==> config.mk <==
export PLATFORM = sky130hd
export DESIGN_NAME = ram_wr_ctrl
export DESIGN_NICKNAME = d
export VERILOG_FILES = /design/src/rtl/ram_wr_ctrl.sv
export SDC_FILE = /design/constraint.sdc
export NUM_CORES = 1
export LEC_CHECK = 0
export ABC_AREA = 1
export CAP_MARGIN = 20
export CELL_PAD_IN_SITES_DETAIL_PLACEMENT = 0
export CELL_PAD_IN_SITES_GLOBAL_PLACEMENT = 1
export CORE_ASPECT_RATIO = 1.5
export CORE_MARGIN = 5
export CORE_UTILIZATION = 35
export CTS_CLUSTER_DIAMETER = 200
export DETAILED_ROUTE_END_ITERATION = 6
export GPL_TIMING_DRIVEN = 0
export HOLD_SLACK_MARGIN = 0.15
export PLACE_DENSITY_LB_ADDON = 0.2
export SLEW_MARGIN = 0
export SYNTH_ARGS = -nofsm -noshare
export SYNTH_HDL_FRONTEND = slang
export SYNTH_SLANG_ARGS = --single-unit
==> constraint.sdc <==
create_clock -name sys_clk -period 6 [get_ports sys_clk]
set_input_delay 0.6 -clock sys_clk [delete_from_list [all_inputs] [get_ports sys_clk]]
set_output_delay 0.6 -clock sys_clk [all_outputs]
set_load 0.05 [all_outputs]
==> src/rtl/ram_wr_ctrl.sv <==
// Write-side controller for the dual-port RAM test design.
// Waits START_DLY cycles after reset, then writes frame after frame of DEPTH
// words into RAM port A. Each frame's data is offset by the frame counter so the
// reader can tell which frame it sees. Handshake: rd_start pulse out, rd_done level in.
module ram_wr_ctrl #(
  parameter int ADDR_W    = 5,
  parameter int DATA_W    = 8,
  parameter int DEPTH     = 32,
  parameter int START_DLY = 10
) (
  input  logic              sys_clk,
  input  logic              sys_rst_n,
  input  logic              rd_done,
  output logic              ram_wr_en,
  output logic              ram_wr_we,
  output logic [ADDR_W-1:0] ram_wr_addr,
  output logic [DATA_W-1:0] ram_wr_data,
  output logic              rd_start,
  output logic              wr_busy,
  output logic [DATA_W-1:0] frame_cnt
);

  typedef enum logic [1:0] {DLY, WRITE, HAND, WAIT_RD} state_t;

  localparam int                DLY_W     = (START_DLY > 1) ? $clog2(START_DLY) : 1;
  localparam logic [DLY_W-1:0]  DLY_LAST  = DLY_W'(START_DLY - 1);
  localparam logic [ADDR_W-1:0] ADDR_LAST = ADDR_W'(DEPTH - 1);

  state_t              state, state_nxt;
  logic [DLY_W-1:0]    dly_cnt, dly_nxt;
  logic                en_nxt, rs_nxt;
  logic [ADDR_W-1:0]   addr_nxt;
  logic [DATA_W-1:0]   data_nxt, fcnt_nxt;

  // State and all outputs are registered; the comb block computes their next values.
  always_ff @(posedge sys_clk or negedge sys_rst_n) begin
    if (!sys_rst_n) begin
      state       <= DLY;
      dly_cnt     <= '0;
      ram_wr_en   <= 1'b0;
      ram_wr_we   <= 1'b0;
      wr_busy     <= 1'b0;
      ram_wr_addr <= '0;
      ram_wr_data <= '0;
      rd_start    <= 1'b0;
      frame_cnt   <= '0;
    end else begin
      state       <= state_nxt;
      dly_cnt     <= dly_nxt;
      ram_wr_en   <= en_nxt;
      ram_wr_we   <= en_nxt;
      wr_busy     <= en_nxt;
      ram_wr_addr <= addr_nxt;
      ram_wr_data <= data_nxt;
      rd_start    <= rs_nxt;
      frame_cnt   <= fcnt_nxt;
    end
  end

  // Next-state and next-output logic. Outputs reflect the state being entered,
  // so the first write is visible right after the edge that leaves DLY/WAIT_RD.
  always_comb begin
    state_nxt = state;
    dly_nxt   = dly_cnt;
    en_nxt    = 1'b0;
    rs_nxt    = 1'b0;
    addr_nxt  = ram_wr_addr;
    fcnt_nxt  = frame_cnt;
    case (state)
      DLY: begin
        if (dly_cnt == DLY_LAST) begin
          state_nxt = WRITE;
          en_nxt    = 1'b1;
          addr_nxt  = '0;
        end else begin
          dly_nxt = dly_cnt + DLY_W'(1);
        end
      end
      WRITE: begin
        if (ram_wr_addr == ADDR_LAST) begin
          state_nxt = HAND;
          rs_nxt    = 1'b1;
        end else begin
          en_nxt   = 1'b1;
          addr_nxt = ram_wr_addr + ADDR_W'(1);
        end
      end
      HAND: state_nxt = WAIT_RD;
      WAIT_RD: begin
        // rd_done is only looked at here; a level still high on entry is accepted.
        if (rd_done) begin
          state_nxt = WRITE;
          en_nxt    = 1'b1;
          addr_nxt  = '0;
          fcnt_nxt  = frame_cnt + DATA_W'(1);
        end
      end
      default: state_nxt = DLY;
    endcase
    // Data tracks the address being presented; outside WRITE it simply holds.
    data_nxt = fcnt_nxt + DATA_W'(addr_nxt);
  end

endmodule

# After elaboration in Yosys (flattened, before gate mapping)

Cells that the tools add are included.

$add $sub $neg: 4
Eq/ne operators: 8
Mux-type cells: 16
Bitwise logic cells: 1
Reduce and logical (&&, ||, !) cells: 3

Operator list:

| cell                                                                  | number |
|---|---|
| 8-bit two-way mux                                                     | 2 |
| 5-bit two-way mux                                                     | 3 |
| 5-bit case mux with 3 select lines                                    | 1 |
| 8-bit by 1-bit adder with 8-bit output, second input constant         | 1 |
| 8-bit by 5-bit adder with 8-bit output                                | 1 |
| 2-bit case mux with 4 select lines                                    | 1 |
| 2-bit two-way mux                                                     | 3 |
| 2-bit != test, second input constant                                  | 3 |
| 5-bit by 1-bit adder with 5-bit output, second input constant         | 1 |
| 5-bit equality test, second input constant                            | 1 |
| 1-bit two-way mux                                                     | 5 |
| 4-bit by 1-bit adder with 4-bit output, second input constant         | 1 |
| 2-bit equality test, second input constant                            | 2 |
| 4-bit equality test, second input constant                            | 1 |
| 1-bit case mux with 3 select lines                                    | 1 |
| 3-bit AND reduction                                                   | 1 |
| 2-bit by 1-bit equality test with 1-bit output, second input constant | 1 |
| 2-bit zero test                                                       | 1 |
| 2-bit AND reduction                                                   | 1 |
| 1-bit inverter                                                        | 1 |

Flip-flop bits (word level): 29
Bits of input ports: 3

# Longest topological paths before layout

Gate-level depths: netlist of run 1.

Word-level depth: 4
Mapped depth: 17
Depth with buffers taken out: 17

# Worst setup path after synthesis of run 1

No wires, ideal clock.

Kind: flip-flop to flip-flop
Start: register ram_wr_addr[0]
End: register ram_wr_data[6]
Setup time: 0.124 ns
Data arrival time: 2.772 ns
Slack: 3.104 ns
Stages on the path, launching flop included: 16
Cell sequence: dfrtp_1 > ha_1 > nand3_1 > nor2_2 > inv_2 > o21ai_1 > nand2_1 > o31ai_1 > ha_1 > inv_1 > fa_1 > o21ai_0 > nand2_1 > nand2_1 > nand2_2 > xor2_1

Word-level cells in the longest chain between the ends: 4

RTL lines:

| item                                                                          | RTL line | source |
|---|---|---|
| from (decl)                                                                   | 16       | `output logic [ADDR_W-1:0] ram_wr_addr,` |
| from (signal assigned)                                                        | 53       | `ram_wr_addr <= addr_nxt;` |
| 5-bit by 1-bit adder with 5-bit output or 5-bit equality test (tied branches) | 85, 80   |  |
| 5-bit two-way mux                                                             | 80       | `if (ram_wr_addr == ADDR_LAST) begin` |
| 5-bit case mux with 3 select lines *                                          | 69       | `case (state)` |
| named net addr_nxt[0]                                                         | 32       | `logic [ADDR_W-1:0] addr_nxt;` |
| 8-bit by 5-bit adder with 8-bit output *                                      | 101      | `data_nxt = fcnt_nxt + DATA_W'(addr_nxt);` |
| named net data_nxt[6]                                                         | 33       | `logic [DATA_W-1:0] data_nxt, fcnt_nxt;` |
| to (signal assigned)                                                          | 54       | `ram_wr_data <= data_nxt;` |
| to (decl)                                                                     | 17       | `output logic [DATA_W-1:0] ram_wr_data,` |

Mark *: on every way through the listed nets, which the timed path passes. The rest lies on a longest branch.
A chain may end at the register's enable or synchronous reset.

# Worst setup path in the final report of run 1

Start: register state[1]
End: register ram_wr_data[6]

Word-level cells in the longest chain between the ends: 3

RTL lines:

| item                                        | RTL line | source |
|---|---|---|
| from (decl)                                 | 29       | `state_t state, state_nxt;` |
| from (signal assigned)                      | 48       | `state <= state_nxt;` |
| 2-bit equality test (tied with other cells) | 69       |  |
| 5-bit case mux with 3 select lines *        | 69       |  |
| named net addr_nxt[0]                       | 32       |  |
| 8-bit by 5-bit adder with 8-bit output *    | 101      |  |
| named net data_nxt[6]                       | 33       |  |

Marked as above.

==> summary.md, run 1 <==
## Status
* complete, no violations — run status

## Worst setup path
* register — startpoint kind of the worst setup timing path
* 6160 ps — WP data required
* reg2reg — startpoint-to-endpoint class of the critical path
* state[1]$_DFFE_PN0P_ — critical path launch point
* state[1]$_DFFE_PN0P_ — launching point of the worst reg2reg path
* register — critical path capture point type
* 4 — highest net fanout along the worst path
* inv_1 — cell occurring most often along the worst timing path
* 3110 ps — arrival time at the worst endpoint
* inv_1 -> ha_1 -> inv_1 -> nor2_1 -> inv_1 -> o31ai_1 -> ha_1 -> inv_1 -> fa_1 -> o21ai_0 -> nand2_1 -> nand2_1 -> nand2_2 -> xor2_1 — crit-path cells
* 4 — worst path bufs/invs
* adder cells — family with the most delay on the worst path
* 400 ps — slowest cell delay on critical path
* dfrtp_1 — slowest cell on the critical path

## Route
* 3180 um — sum of routed wire length over all layers
* 4.78 — ratio of routed vias to standard cells
* 0 — Post-DRT Antenna Nets
* 0 — remaining routing DRC violations
* 33 — 1st-iter DRT viols
* 12.6 um — Wirelength per Cell
* 1210 — vias after detailed routing
* 4 — first-pass detailed-route iteration total

## Power
* 47.9% — sw frac
* 30.9% — Reg power frac
* 526 uW — internal power
* 197 uV — peak supply drop
* 504 nW/um^2 — P per Cell Area
* 0.00102 uW — leakage power of the design
* 483 uW — net switching power of the design
* 53.5% — relative contribution of combinational cells to total power
* 15.6% — Clock power frac

## Global route
* 5590 um — first-pass GRT wire length
* 20 — maximum number of pins on one net before global-route repair
* 12.0% — total track usage
* 1309 — via count of the first global-routing pass
* 0 — initial antenna violation count
* 0 — overall overflow remaining after global route

## Timing
* 0 — Setup-failing EPs final
* 587 ps — worst-margin pin slew
* 7.40 ps — Layout Skew
* 0 ps — setup TNS
* 0 — number of max-slew violations in the final report
* 338 MHz — FMAX
* false — RSZ-0062 raised after global routing
* 0 — final-report hold violation count
* 49.3% — share of the clock period used by the worst path
* 60.7% — worst slew margin relative to its limit
* 2960 ps — post-route minimum period

## Floorplanning
* 64.5 um — width of the chip
* 5920 sq um — Die Area
* 29 — standard-cell rows
* 36.4% — effective utilization at floorplan
* 91.8 um — vertical die dimension
* 28 — number of primary I/O pins
* 4280 sq um — placeable core region

## Clock tree
* clkbuf_8 — CTS Root Buffer Type
* 2 — clock tree buffer depth
* 29 — clock sink total
* 0 — postcts setup bufs
* yes — TritonCTS clock tree
* 280 ps — worst skew pair latency
* 70 ps — clock-pin slew of the registers on the worst-case setup and hold paths
* 2 — H-tree levels
* 0 — number of hold buffers added after CTS
* 5 — number of buffers added by the clock tree synthesis step
* 0 — PostCTS Resize Cnt

## Synthesis
* 29 — #FFs+latches synth
* 9.12 sq um — syn_area_per_cell
* 46.5% — sequential area share after synthesis
* 46.5% — share of Yosys cell area claimed by the top area cell type
* dfrtp_1 — cell type contributing the most total cell area after synthesis
* 171 — Mapped Cells
* 1560 sq um — area of the mapped netlist
* 25 — count of unique library cells instantiated by Yosys
* 0 — EDFF count, synth
* 189 — Synth Net Count
* 0 — YS warnings
* nand2_1, dfrtp_1, inv_1, ha_1, xor2_1 — top post-synthesis cells by count
* nand2_1 — cell with the most instances after synthesis
* dfrtp_1 — most used flip-flop cell after synthesis
* 100% — share of synthesized flip-flops with an asynchronous set or reset
* dfrtp_1, ha_1, nand2_1 — cells taking the most area after synthesis

## Final layout
* 28.3% — Layout area overhead
* 703 sq um — area taken by multi-input logic gates
* 440 — filler cell count
* 46.8% — final core utilization
* 224 — Nets
* 11.1% — share of final-layout standard cells stronger than drive strength 1
* 0 — total inserted antenna cells
* 726 sq um — combined flip-flop and latch cell area

## Min path
* reg2reg — classification of the worst-slack hold path
* dly_cnt[3]$_DFFE_PN0P_ — min-delay src

## Place
* 27 — port buffer count
* 0.799 — weighted congestion at the end of routability-driven global placement
* 2530 um — total half-perimeter wirelength after legalization and detailed placement

## Flow run
* 0 — number of max-capacitance violations reported

-- placed cells by master (no fill, tap or decap), types with 5 or more instances in the layout --
cell type        instances
ha_1                    14
clkdlybuf4s50_1         27
o21ai_0                  6
nand3_1                  8
dfrtp_1                 29
nor2_1                   7
clkbuf_8                 5
inv_1                   29
xor2_1                   9
nand2_1                 33
-- routing by layer --
metal,global-route usage [%],vias up,routed length (um)
met5,0,-,0
met4,5.82,0,54
met3,3.79,4,143
met2,21.3,22,1700
met1,12.7,582,1280
li1,-,602,-
-- power by group through the flow --
stage	logic (uW)	registers [uW]	clock network, uW
4_1_cts	549	312	164
6_report	540	312	157
3_3_place_gp	536	312	0
3_5_place_dp	547	315	0
5_1_grt	595	321	175
2_1_floorplan	249	448	0
-- state kept, by name (all words and copies together) (netlist names) --
register,cells
frame_cnt,8
ram_wr_data,8
ram_wr_addr,5
dly_cnt,4
state,2
rd_start,1
wr_busy,1
-- final timing paths --
| kind | slack, ps | endpoint | cells past startpoint |
|---|---|---|---|
| setup / recovery | 3040 | ram_wr_data[6]$_DFF_PN0_ | 14 |
| hold / removal | 510 | dly_cnt[3]$_DFFE_PN0P_ | 1 |
| setup reg to reg | 3040 | ram_wr_data[6]$_DFF_PN0_ | 14 |
| hold reg to reg | 510 | dly_cnt[3]$_DFFE_PN0P_ | 1 |
| max in group asynchronous | 4800 | ram_wr_data[6]$_DFF_PN0_ | 2 |
| min in group asynchronous | 690 | ram_wr_addr[0]$_DFF_PN0_ | 1 |
-- logic make-up (layout without fill, tap and decap cells) --
kind of cell,count (synthesis),in the layout,synth area share (%)
AND/OR/NAND/NOR,64,64,19.3
buffers and inverters,33,69,8.42
flip-flops,29,29,46.5
AO/OA/AOI/OAI,17,17,5.93
adder cells (fa/ha/maj),15,15,12.5
XOR/XNOR,13,13,7.30
-- worst register-to-register path, stage by stage, from the launching register on --
cell and delay, ps:
dfrtp_1 400, inv_1 130, ha_1 230, inv_1 80
nor2_1 200, inv_1 100, o31ai_1 310, ha_1 260
inv_1 70, fa_1 390, o21ai_0 290, nand2_1 90
nand2_1 90, nand2_2 70, xor2_1 140
-- cell type report --
class,count,area share [%]
clock inverters,3,0.875
multi-input cells,109,35.1
flip-flops and latches,29,36.3
repair buffers,28,14.9
clock buffers,5,3.44
inverters,31,5.81
plain buffers,2,0.750
well taps,46,2.88
-- per-stage QoR --
stage	setup WS [ps]	hold slack, ps	std cells	power [uW]	cell area, sq um
floorplan	3100	304	171	696	1560
global placement	2810	481	244	848	1890
detailed placement	2810	499	245	862	1920
CTS	3020	508	253	1030	2000
global route	2760	530	253	1090	2000
finish	3040	506	253	1010	2000
(Power assumes the default switching activity.)
==> run 2, diff against run 1 <==
==> constraint.sdc (replaced) <==
create_clock -name sys_clk -period 3.05 [get_ports sys_clk]
set_input_delay 0.305 -clock sys_clk [delete_from_list [all_inputs] [get_ports sys_clk]]
set_output_delay 0.305 -clock sys_clk [all_outputs]
set_load 0.05 [all_outputs]
==> run 2 against run 1 <==
Cell area grew 0.50%. Sequential power is 97% higher. Final cell count is the same. Power rose by 98%. Clock power grew 96%. Non-clock buffer count did not move. Combinational power up 100%. Global-route usage unchanged. Maximum frequency rose by 2.9%. Core utilization grew 0.23 points. Critical path depth increased by 1. First-iteration DRC count fell by 42%.
==> summary.md, run 2 (same netlist as run 1, synthesis figures left out) <==
## Timing
* 348 MHz — FMAX, +2.9%
* 0 — Setup-failing EPs final, unchanged
* 2870 ps — post-route minimum period, -84.3 ps
* 94.2% — share of the clock period used by the worst path, +45 points
* 587 ps — worst-margin pin slew, +0.0172 ps
* 6.79 ps — Layout Skew, -0.604 ps
* 178 ps — PnR worst setup slack, -2870 ps
* 0 ps — setup TNS, unchanged
* 0 — final-report hold violation count, unchanged
* 60.7% — worst slew margin relative to its limit, about the same
* 0 — number of max-slew violations in the final report, unchanged

## Route
* 19 — 1st-iter DRT viols, -42%
* 4 — first-pass detailed-route iteration total, unchanged
* 0 — Post-DRT Antenna Nets, unchanged
* 12.8 um — Wirelength per Cell, +1.8%
* 4.82 — ratio of routed vias to standard cells, +0.74%
* 0 — remaining routing DRC violations, unchanged
* 3230 um — sum of routed wire length over all layers, +1.8%
* 1219 — vias after detailed routing, +0.74%

## Clock tree
* 0 — PostCTS Resize Cnt, unchanged
* 5 — number of buffers added by the clock tree synthesis step, unchanged
* 0 — number of hold buffers added after CTS, unchanged
* clkbuf_8 — CTS Root Buffer Type
* 2 — clock tree buffer depth, unchanged
* 280 ps — worst skew pair latency, about the same
* 70 ps — clock-pin slew of the registers on the worst-case setup and hold paths, about the same
* 0 — postcts setup bufs, unchanged
* 2 — H-tree levels, unchanged
* 29 — clock sink total, unchanged
* yes — TritonCTS clock tree

## Worst setup path
* 15 — worst-case reg-to-reg path depth, +1
* 5 — highest net fanout along the worst path, +1
* register — startpoint kind of the worst setup timing path
* 180 ps — slack of the worst reg-to-reg path, -2870 ps
* 3200 ps — WP data required, -2960 ps
* ram_wr_data[6]$_DFF_PN0_ — Reg2Reg Capture Point
* 3030 ps — arrival time at the worst endpoint, -80 ps
* reg2reg — startpoint-to-endpoint class of the critical path
* ram_wr_addr[0]$_DFF_PN0_ — launching point of the worst reg2reg path
* register — critical path capture point type

## Power
* 994 nW/um^2 — P per Cell Area, +97%
* 387 uV — peak supply drop, +97%
* 2000 uW — sum of internal, switching and leakage power, +98%
* 0.00102 uW — leakage power of the design, about the same

## Floorplanning
* 64.5 um — width of the chip, unchanged
* 4280 sq um — placeable core region, unchanged
* 91.8 um — vertical die dimension, unchanged
* 36.4% — effective utilization at floorplan, unchanged
* 28 — number of primary I/O pins, unchanged
* 5920 sq um — Die Area, unchanged
* 29 — standard-cell rows, unchanged

## Global route
* 1309 — via count of the first global-routing pass, unchanged
* 0 — initial antenna violation count, unchanged
* 0 — overall overflow remaining after global route, unchanged
* 20 — maximum number of pins on one net before global-route repair, unchanged
* 12.0% — total track usage, unchanged
* 5590 um — first-pass GRT wire length, unchanged

## Final layout
* 0 — total inserted antenna cells, unchanged
* nand2_1, inv_1, dfrtp_1, clkdlybuf4s50_1, ha_1 — highest-count cells in the layout ignoring fill and taps
* nand2_1 — commonest non-fill, non-tap cell in the layout
* 224 — Nets, unchanged
* 28.9% — Layout area overhead
* 47.0% — final core utilization, +0.23 points
* frame_cnt x8, ram_wr_data x8, ram_wr_addr x5 — Largest regs
* 12.6% — share of final-layout standard cells stronger than drive strength 1, +1.4 points

## Status
* complete, no violations — run status

## Flow run
* 0 — number of max-capacitance violations reported, unchanged

## Min path
* in2async — classification of the worst-slack hold path

## Place
* 27 — port buffer count, unchanged
* 93.5 ps — Placement Setup Slack, -2720 ps
* 0.799 — weighted congestion at the end of routability-driven global placement, unchanged
* 2530 um — total half-perimeter wirelength after legalization and detailed placement, unchanged

## run 2: worst max-delay path by stage
stage | from | slack [ps] | depth (start not counted) | to
6_report | ram_wr_addr[0]$_DFF_PN0_ | 180 | 15 | ram_wr_data[6]$_DFF_PN0_
5_1_grt | ram_wr_addr[0]$_DFF_PN0_ | -60 | 15 | ram_wr_data[6]$_DFF_PN0_
4_1_cts | state[1]$_DFFE_PN0P_ | 70 | 14 | ram_wr_data[6]$_DFF_PN0_
3_5_place_dp | state[1]$_DFFE_PN0P_ | 90 | 14 | ram_wr_data[6]$_DFF_PN0_
3_3_place_gp | state[1]$_DFFE_PN0P_ | 90 | 14 | ram_wr_data[6]$_DFF_PN0_
2_1_floorplan | ram_wr_addr[0]$_DFF_PN0_ | 150 | 15 | ram_wr_data[6]$_DFF_PN0_
## run 2: through the flow
| step | cells | cell area [sq um] | hold slack [ps] |
|---|---|---|---|
| after floorplan | 171 | 1560 | 9.41 |
| after global placement | 244 | 1890 | 481 |
| after detailed placement | 245 | 1920 | 499 |
| after CTS | 253 | 2000 | 412 |
| after global routing | 253 | 2010 | 431 |
| final | 253 | 2010 | 398 |
## run 2: cell type report
type,instances,area [sq um]
timing repair buffer,28,298
multi-input combinational,109,713
buffer,2,15.0
clock buffer,5,68.8
inverter,31,116
clock inverter,3,17.5
sequential,29,726
fill,442,2270
tap,46,57.6
## run 2: worst max-delay path, cell delays in order (launching register included)
cell     delay [ps]
dfrtp_1         440
ha_1            210
nand3_1         110
nor2_2          180
inv_2            90
o21ai_1         210
nand2_1         120
o31ai_2         100
ha_2            260
inv_1            50
fa_1            400
o21ai_1         220
nand2_1          80
nand2_1          80
nand2_2          70
xor2_1          140
## run 2: power by group
part	leakage, uW	internal, uW	switching (uW)
Clock	0.0000439	157	150
Sequential	0.000356	510	105
Combinational	0.000618	374	704
Total	0.00102	1040	959
## run 2: metal layers
metal  up-vias  GRT usage (%)  share of wire (%)
met4         0           5.82                2.1
li1        602              -                  -
met3         6           3.79                4.5
met1       587           12.7                 40
met2        24           21.3                 53
met5         -              0                  0
